$ cat config.mk
export PLATFORM = sky130hd
export DESIGN_NAME = keccak200_seq_ctrl
export DESIGN_NICKNAME = d
export VERILOG_FILES = /design/src/rtl/keccak200_seq_ctrl.sv
export SDC_FILE = /design/constraint.sdc
export NUM_CORES = 1
export LEC_CHECK = 0
export ABC_AREA = 0
export CORE_MARGIN = 3
export CORE_UTILIZATION = 45
export DETAILED_ROUTE_END_ITERATION = 8
export PLACE_DENSITY = 0.74
export SLEW_MARGIN = 20
export SYNTH_ARGS = -nofsm -noshare
export SYNTH_HDL_FRONTEND = slang
export SYNTH_SLANG_ARGS = --single-unit
$ cat constraint.sdc
create_clock -name Clock -period 2.05 [get_ports Clock]
set_clock_uncertainty 0.1 [all_clocks]
set_input_delay 0.5125 -clock Clock [delete_from_list [all_inputs] [get_ports Clock]]
set_output_delay 0.5125 -clock Clock [all_outputs]
set_load 0.01 [all_outputs]
$ cat src/rtl/keccak200_seq_ctrl.sv
// keccak200_seq_ctrl
// Sequencing controller for a round-based, byte-serial Keccak-f[200] datapath.
// It walks the datapath through LOAD (absorb NUM_BYTES bytes), ROUND
// (NUM_ROUNDS rounds, one per cycle) and UNLOAD (squeeze NUM_BYTES bytes).
// Optional feature macro: KECCAK200_SEQ_CTRL_ABORT_EN adds a synchronous
// i_Abort input that returns the controller to LOAD from any state.
module keccak200_seq_ctrl #(
  parameter int NUM_ROUNDS = 18,
  parameter int NUM_BYTES  = 25
) (
  input  logic       Clock,
  input  logic       Reset,
`ifdef KECCAK200_SEQ_CTRL_ABORT_EN
  input  logic       i_Abort,
`endif
  input  logic       i_InValid,
  output logic       o_InReady,
  output logic       o_OutValid,
  input  logic       i_OutReady,
  output logic       o_OutLast,
  output logic       o_DpShiftEn,
  output logic       o_DpRoundEn,
  output logic [7:0] o_DpRoundConst,
  output logic       o_Busy
);

  // Counter widths follow the counter limits; a single-value counter still
  // needs one bit so the register exists.
  localparam int BW = (NUM_BYTES  > 1) ? $clog2(NUM_BYTES)  : 1;
  localparam int RW = (NUM_ROUNDS > 1) ? $clog2(NUM_ROUNDS) : 1;

  localparam logic [BW-1:0] LAST_BYTE  = BW'(NUM_BYTES - 1);
  localparam logic [RW-1:0] LAST_ROUND = RW'(NUM_ROUNDS - 1);

  typedef enum logic [1:0] {
    ST_LOAD   = 2'd0,
    ST_ROUND  = 2'd1,
    ST_UNLOAD = 2'd2
  } state_t;

  state_t          r_State;
  state_t          w_NextState;
  logic [BW-1:0]   r_ByteCnt;
  logic [BW-1:0]   w_NextByteCnt;
  logic [RW-1:0]   r_RoundCnt;
  logic [RW-1:0]   w_NextRoundCnt;
  logic [4:0]      w_RoundIdx;
  logic            w_Abort;

`ifdef KECCAK200_SEQ_CTRL_ABORT_EN
  assign w_Abort = i_Abort;
`else
  assign w_Abort = 1'b0;
`endif

  // Round index widened to the table address width; entries past the
  // eighteenth are never reached because RoundCnt stops at NUM_ROUNDS-1.
  assign w_RoundIdx = 5'(r_RoundCnt);

  function automatic logic [7:0] rcLookup(input logic [4:0] idx);
    logic [7:0] rc;
    rc = 8'h00;
    case (idx)
      5'd0:  rc = 8'h01;
      5'd1:  rc = 8'h82;
      5'd2:  rc = 8'h8A;
      5'd3:  rc = 8'h00;
      5'd4:  rc = 8'h8B;
      5'd5:  rc = 8'h01;
      5'd6:  rc = 8'h81;
      5'd7:  rc = 8'h09;
      5'd8:  rc = 8'h8A;
      5'd9:  rc = 8'h88;
      5'd10: rc = 8'h09;
      5'd11: rc = 8'h0A;
      5'd12: rc = 8'h8B;
      5'd13: rc = 8'h8B;
      5'd14: rc = 8'h89;
      5'd15: rc = 8'h03;
      5'd16: rc = 8'h02;
      5'd17: rc = 8'h80;
      default: rc = 8'h00;
    endcase
    return rc;
  endfunction

  // State and counter registers; reset drops straight back into an empty LOAD.
  always_ff @(posedge Clock or posedge Reset) begin
    if (Reset) begin
      r_State    <= ST_LOAD;
      r_ByteCnt  <= '0;
      r_RoundCnt <= '0;
    end else begin
      r_State    <= w_NextState;
      r_ByteCnt  <= w_NextByteCnt;
      r_RoundCnt <= w_NextRoundCnt;
    end
  end

  // Next-state, counter update and output decode; abort overrides everything.
  always_comb begin
    w_NextState    = r_State;
    w_NextByteCnt  = r_ByteCnt;
    w_NextRoundCnt = r_RoundCnt;
    o_InReady      = 1'b0;
    o_OutValid     = 1'b0;
    o_OutLast      = 1'b0;
    o_DpShiftEn    = 1'b0;
    o_DpRoundEn    = 1'b0;
    o_DpRoundConst = 8'h00;
    o_Busy         = 1'b0;

    case (r_State)
      ST_LOAD: begin
        o_InReady   = 1'b1;
        o_DpShiftEn = i_InValid;
        if (i_InValid) begin
          if (r_ByteCnt == LAST_BYTE) begin
            w_NextState    = ST_ROUND;
            w_NextByteCnt  = '0;
            w_NextRoundCnt = '0;
          end else begin
            w_NextByteCnt = r_ByteCnt + BW'(1);
          end
        end
      end

      ST_ROUND: begin
        o_DpRoundEn    = 1'b1;
        o_Busy         = 1'b1;
        o_DpRoundConst = rcLookup(w_RoundIdx);
        if (r_RoundCnt == LAST_ROUND) begin
          w_NextState    = ST_UNLOAD;
          w_NextRoundCnt = '0;
        end else begin
          w_NextRoundCnt = r_RoundCnt + RW'(1);
        end
      end

      ST_UNLOAD: begin
        o_OutValid  = 1'b1;
        o_DpShiftEn = i_OutReady;
        o_OutLast   = (r_ByteCnt == LAST_BYTE);
        if (i_OutReady) begin
          if (r_ByteCnt == LAST_BYTE) begin
            w_NextState   = ST_LOAD;
            w_NextByteCnt = '0;
          end else begin
            w_NextByteCnt = r_ByteCnt + BW'(1);
          end
        end
      end

      default: begin
        w_NextState    = ST_LOAD;
        w_NextByteCnt  = '0;
        w_NextRoundCnt = '0;
      end
    endcase

    if (w_Abort) begin
      w_NextState    = ST_LOAD;
      w_NextByteCnt  = '0;
      w_NextRoundCnt = '0;
      o_InReady      = 1'b0;
      o_DpShiftEn    = 1'b0;
      o_DpRoundEn    = 1'b0;
    end
  end

endmodule

==> metrics, run 1 <==
die height=a little over 50 um; overall track demand over capacity in global routing=between 10% and 20%; Post-layout nets=161; vias in the first global route=882; number of antenna violations at the first check in global routing=0; Worst VDD drop=about 0.61 mV; cell family with the largest share of critical-path delay=compound AO/OA/AOI/OAI gates; most common flop cell mapped by yosys=sky130_fd_sc_hd__dfrtp_1; area of the core region=approximately 1800 um2; number of hold-slack violations in the final timing report=0; worst path bufs/invs=2; clock sinks=12; remaining global-route overflow=0; number of diodes=0; ratio of cells with drive above 1 in the final layout=about two fifths; iteration-0 DRC count of the detailed router=19; Critical Path Sink Type=output pin; Total Power Consumption=1090 uW; total die area=between 2000 and 3000 um2; final design utilization=approximately 73%; number of placed I/O pins=18; static leakage=0.000638 uW; post-detailed-route DRC marker count=0; global-route wire length before repair=between 3000 and 4000 um; Rows=15; unrepaired setup endpoints after global routing=true; Hold WS=roughly 0.39 ns; post-route fraction of the period consumed by the critical path=114%; ranking of synthesized cells by area=sky130_fd_sc_hd__dfrtp_1 33%, sky130_fd_sc_hd__ha_1 12%, sky130_fd_sc_hd__nor2_1 6.1%; Setup WS pre-CTS=-0.490 ns; register bit total from synthesis=12; number of non-filler instances in the completed layout=~170; final setup vio count=4; number of buffers created by CTS=3; level count of the clock H-tree=1; Worst Hold Class=reg -> reg; worst-skew pair later-pin latency=between 0.2 and 0.3 ns; largest stage delay on the critical path=between 0.4 and 0.5 ns; maximum root-to-sink buffer count=2; type of element launching the critical path=flip-flop; gate count after technology mapping=roughly 110; required time of the critical path=1.44 ns; Max Clock Freq=between 400 and 500 MHz; fin worst setup slack=-0.280 ns; post-placement cell count=between 150 and 200; commonest cells after routing, fill and taps aside=24 x sky130_fd_sc_hd__buf_4, 12 x sky130_fd_sc_hd__nor2_1, 12 x sky130_fd_sc_hd__dfrtp_1, 9 x sky130_fd_sc_hd__inv_1, 6 x sky130_fd_sc_hd__o21ai_0; Max-Cap Viols=0; violations in the final reports=setup timing; Arr. time, crit path=between 1.5 and 2 ns; Detailed Place HPWL=between 1500 and 2000 um; most common cell after layout, fill and taps aside=sky130_fd_sc_hd__buf_4; Synth area leader=sky130_fd_sc_hd__dfrtp_1; number of search-and-repair iterations in the first detailed-routing pass=4; CTS root buffer=sky130_fd_sc_hd__clkbuf_4; total of warnings raised by yosys=0; drt total wl=2350 um; number of synthesized flops with an enable pin=0; gpl congestion=just over 0.8; per-cell via count in the routed design=approximately 5.3; share of the synthesized area in the top cell type=between 30% and 40%; Critical-path top delay cell=sky130_fd_sc_hd__dfrtp_1; Starting Density=~50%; run status=finished with violations; share of flip-flops with an asynchronous set or reset after synthesis=100%; synthesized area per cell=8.32 um2; Filler cells=~140; number of max-slew violations in the final report=0; post-route antenna net violation count=0; pin count of the biggest net entering global routing=13; width of the die=51.3 um; post-DR wirelength/cell=around 14 um; power density of the placed cells=817 nW/um2; clock tree from TritonCTS=done; WS Path Type=reg -> out; worst path cell trace=inv_4, ha_4, nor2_4, a2111oi_4, a311oi_2, nor2_1, buf_2; shortest period the worst path allows=~2.3 ns; total of buffers placed on input and output ports=13; Max FO, Critical Path=5; sequential area share after synthesis=between 30% and 40%; Area Growth Syn to Fin=44.9%; clock-pin slew on the worst setup and hold paths=0.08 ns; hold buffers post-CTS=0; area of the mapped netlist=923 um2; via count=between 900 and 1000; Distinct cells, synth=33
[logic make-up after synthesis]
family,count (synthesis),share of synthesized area (%)
buffers and inverters,20,10.2
XOR/XNOR,1,0.949
AND/OR/NAND/NOR,36,19.9
adder cells (fa/ha/maj),9,12.2
AO/OA/AOI/OAI,29,20.6
other,1,0.406
flip-flops,12,32.5
multiplexers,3,3.25
[registers in the layout, indices dropped and copies added, names as in the netlist]
signal and flops:
r_State 2, r_ByteCnt 5, r_RoundCnt 5
[power breakdown]
part           total [uW]  leakage [uW]  internal, uW  switching [uW]
Combinational         528      0.000476           265             262
Sequential            375      0.000140           307            68.6
Clock                 190     0.0000210           108            81.7
Total                1090      0.000638           680             413
[path summary, 6_finish.rpt]
path,startpoint,to,slack (ns),depth (start not counted)
max,r_RoundCnt[0],o_DpRoundConst[7],-0.28,7
min,r_ByteCnt[4],r_ByteCnt[4],0.39,1
max reg2reg,r_RoundCnt[1],r_RoundCnt[4],0.12,9
min reg2reg,r_ByteCnt[4],r_ByteCnt[4],0.39,1
max in group asynchronous,Reset,r_ByteCnt[3],1.09,2
min in group asynchronous,Reset,r_RoundCnt[3],0.44,2
[through the flow]
step / instance area (um2) / TNS [ns]
2_1_floorplan: 941 / 0
5_1_grt: 1340 / -1.25
3_5_place_dp: 1220 / -1.82
3_3_place_gp: 1220 / -1.57
4_1_cts: 1270 / -0.814
6_report: 1340 / -0.862
[layer usage]
layer,vias to the layer above,wire (um),track usage (%)
met4,0,15,5.24
met1,444,1070,21.7
met3,2,87,4.37
li1,444,-,-
met2,20,1180,34.8
met5,-,0,0
[synthesized netlist by cell type, types with 2 or more instances]
cell	number
sky130_fd_sc_hd__nor2_1	15
sky130_fd_sc_hd__dfrtp_1	12
sky130_fd_sc_hd__inv_1	11
sky130_fd_sc_hd__ha_1	9
sky130_fd_sc_hd__o21ai_0	8
sky130_fd_sc_hd__nand2_1	6
sky130_fd_sc_hd__buf_4	5
sky130_fd_sc_hd__nand3_1	5
sky130_fd_sc_hd__a21oi_1	4
sky130_fd_sc_hd__clkbuf_1	4
sky130_fd_sc_hd__mux2i_1	3
sky130_fd_sc_hd__o21ai_1	3
sky130_fd_sc_hd__a2111oi_0	2
sky130_fd_sc_hd__a22o_1	2
sky130_fd_sc_hd__a31oi_1	2
sky130_fd_sc_hd__nand2b_1	2
sky130_fd_sc_hd__nor3b_1	2
[cell type report]
type                            instances  area (um2)  share of cell area [%]
Inverter                               11        43.8                    3.27
Sequential cell                        12         300                    22.5
Tap cell                               25        31.3                    2.34
Multi-Input combinational cell         82         639                    47.8
Timing Repair Buffer                   38         287                    21.4
Clock buffer                            4        36.3                    2.71
[what timing repair did]
item,CTS,global route
setup buffers,1,1
gates resized for setup,36,16
endpoints found under the setup margin,10,7
pin swaps,6,7
No activity file was read; power rests on OpenSTA's default activity.
==> run 2: changes to the inputs <==
Settings changed: CORE_ASPECT_RATIO from default to 1.2.
==> run 2 against run 1 <==
Compared with the run above:
- highest routed layer unchanged
- fmax fell by 0.53%
- worst setup slack got worse by 0.012 ns
- non-clock buffer count is 9 higher
- the flow still finishes with violations (setup timing)
- total power increased by 6.1%
==> metrics, run 2 (same netlist as run 1, synthesis figures left out) <==
number of buffers created by CTS=3; Worst VDD drop=~0.65 mV; hold buffers post-CTS=0; Worst Hold Class=reg -> reg; fin worst setup slack=-0.292 ns; Max-Cap Viols=0; run status=finished with violations; Arr. time, crit path=1.73 ns; total of buffers placed on input and output ports=13; Max Clock Freq=427 MHz; Max Used Layer=met4; Critical-path top delay cell=sky130_fd_sc_hd__dfrtp_1; Total Power Consumption=~1200 uW; iteration-0 DRC count of the detailed router=20; pin count of the biggest net entering global routing=13; number of search-and-repair iterations in the first detailed-routing pass=4; commonest cells after routing, fill and taps aside=32 x sky130_fd_sc_hd__buf_4, 12 x sky130_fd_sc_hd__nor2_1, 12 x sky130_fd_sc_hd__dfrtp_1, 9 x sky130_fd_sc_hd__inv_1, 7 x sky130_fd_sc_hd__o21ai_0; met2 routed wirelength=approximately 1400 um; post-DR wirelength/cell=about 14 um; most common cell after layout, fill and taps aside=sky130_fd_sc_hd__buf_4; Rows=17; ratio of cells with drive above 1 in the final layout=44.2%; clock tree from TritonCTS=done; number of max-slew violations in the final report=0; CTS root buffer=sky130_fd_sc_hd__clkbuf_4; per-cell via count in the routed design=5.30; number of antenna violations at the first check in global routing=0; vias in the first global route=940; clock sinks=12; maximum root-to-sink buffer count=2; die height=about 56 um; Detailed Place HPWL=1770 um; Area Growth Syn to Fin=56.0%; overall track demand over capacity in global routing=a little over a fifth; area of the core region=~1900 um2; remaining global-route overflow=0; cell family with the largest share of critical-path delay=flip-flops; static leakage=between 0.0006 and 0.0007 uW; total die area=approximately 2600 um2; shortest period the worst path allows=~2.3 ns; wl on met1=1030 um; detailed-routed wire length on met3=roughly 44 um; number of hold-slack violations in the final timing report=0; gpl congestion=0.895; Max FO, Critical Path=5; type of element launching the critical path=flip-flop; number of placed I/O pins=18; number of diodes=0; violations in the final reports=setup timing; width of the die=47.4 um; post-route antenna net violation count=0; final design utilization=about 76%; via count=roughly 930; unrepaired setup endpoints after global routing=true; Critical Path Sink Type=output pin; global-route wire length before repair=about 4100 um; post-detailed-route DRC marker count=0; post-route fraction of the period consumed by the critical path=114%; level count of the clock H-tree=1; Starting Density=between 40 and 50%; drt total wl=roughly 2500 um; power density of the placed cells=about 800 nW/um2; worst path cell trace=inv_4, ha_4, xor2_1, o21ai_1, a21o_1, a21oi_2, buf_2; final setup vio count=4; WS Path Type=reg -> out; clock-pin slew on the worst setup and hold paths=about 0.090 ns; registers with the most flip-flops=r_ByteCnt (5), r_RoundCnt (5), r_State (2); largest stage delay on the critical path=0.39 ns; worst path bufs/invs=2; required time of the critical path=1.44 ns; Post-layout nets=between 150 and 200; worst-skew pair later-pin latency=roughly 0.29 ns
==> run 2: worst paths after layout <==
check,start,end,slack [ns],cells after the start
worst max-delay path,r_RoundCnt[0],o_DpRoundConst[1],-0.29,7
worst min-delay path,r_ByteCnt[4],r_ByteCnt[4],0.39,1
worst max register to register,r_ByteCnt[0],r_ByteCnt[3],0.13,8
worst min register to register,r_ByteCnt[4],r_ByteCnt[4],0.39,1
max in group asynchronous,Reset,r_ByteCnt[0],1.08,2
min in group asynchronous,Reset,r_ByteCnt[2],0.44,2
==> run 2: per-layer routing <==
metal  GRT usage, %  vias to the layer above
li1               -                      466
met1           24.9                      442
met2           37.7                       14
met3           1.94                        5
met4           9.49                        0
met5              0                        -
==> run 2: metrics by stage <==
step                instances  setup WS, ns  area (um2)  hold WS [ns]  TNS, ns
global route              175        -0.380        1440         0.435    -1.36
finish                    175        -0.292        1440         0.389    -1.06
global placement          166        -0.454        1260         0.375    -1.75
floorplan                 114        0.0219         941         0.277        0
detailed placement        166        -0.506        1260         0.374    -2.11
CTS                       172        -0.263        1370         0.386   -0.914
==> run 2: repair_timing <==
item / 4_1_cts / 5_1_grt
endpoints found under the setup margin: 10 / 8
resized for setup: 47 / 10
pin swaps: 6 / 9
buffers inserted: 2 / 3
==> run 2: worst reg2reg max path: cells and delay by family, from the launching register on <==
| family | cells | cell delay, ns |
|---|---|---|
| AO/OA/AOI/OAI | 1 | 0.21 |
| adder cells (fa/ha/maj) | 1 | 0.18 |
| buffers and inverters | 4 | 0.45 |
| flip-flops | 1 | 0.34 |
| AND/OR/NAND/NOR | 2 | 0.56 |
==> run 2: cell type report <==
cell class | count | area [um2]
Sequential cell | 12 | 300
Inverter | 11 | 43.8
Multi-Input combinational cell | 82 | 672
Timing Repair Buffer | 47 | 364
Clock buffer | 4 | 36.3
Tap cell | 19 | 23.8
Fill cell | 135 | 453
==> run 2: where the power goes <==
group | internal [uW] | switching (uW) | total [uW]
clock | 108 | 86.6 | 195
sequential | 307 | 62.1 | 369
combinational | 310 | 285 | 595
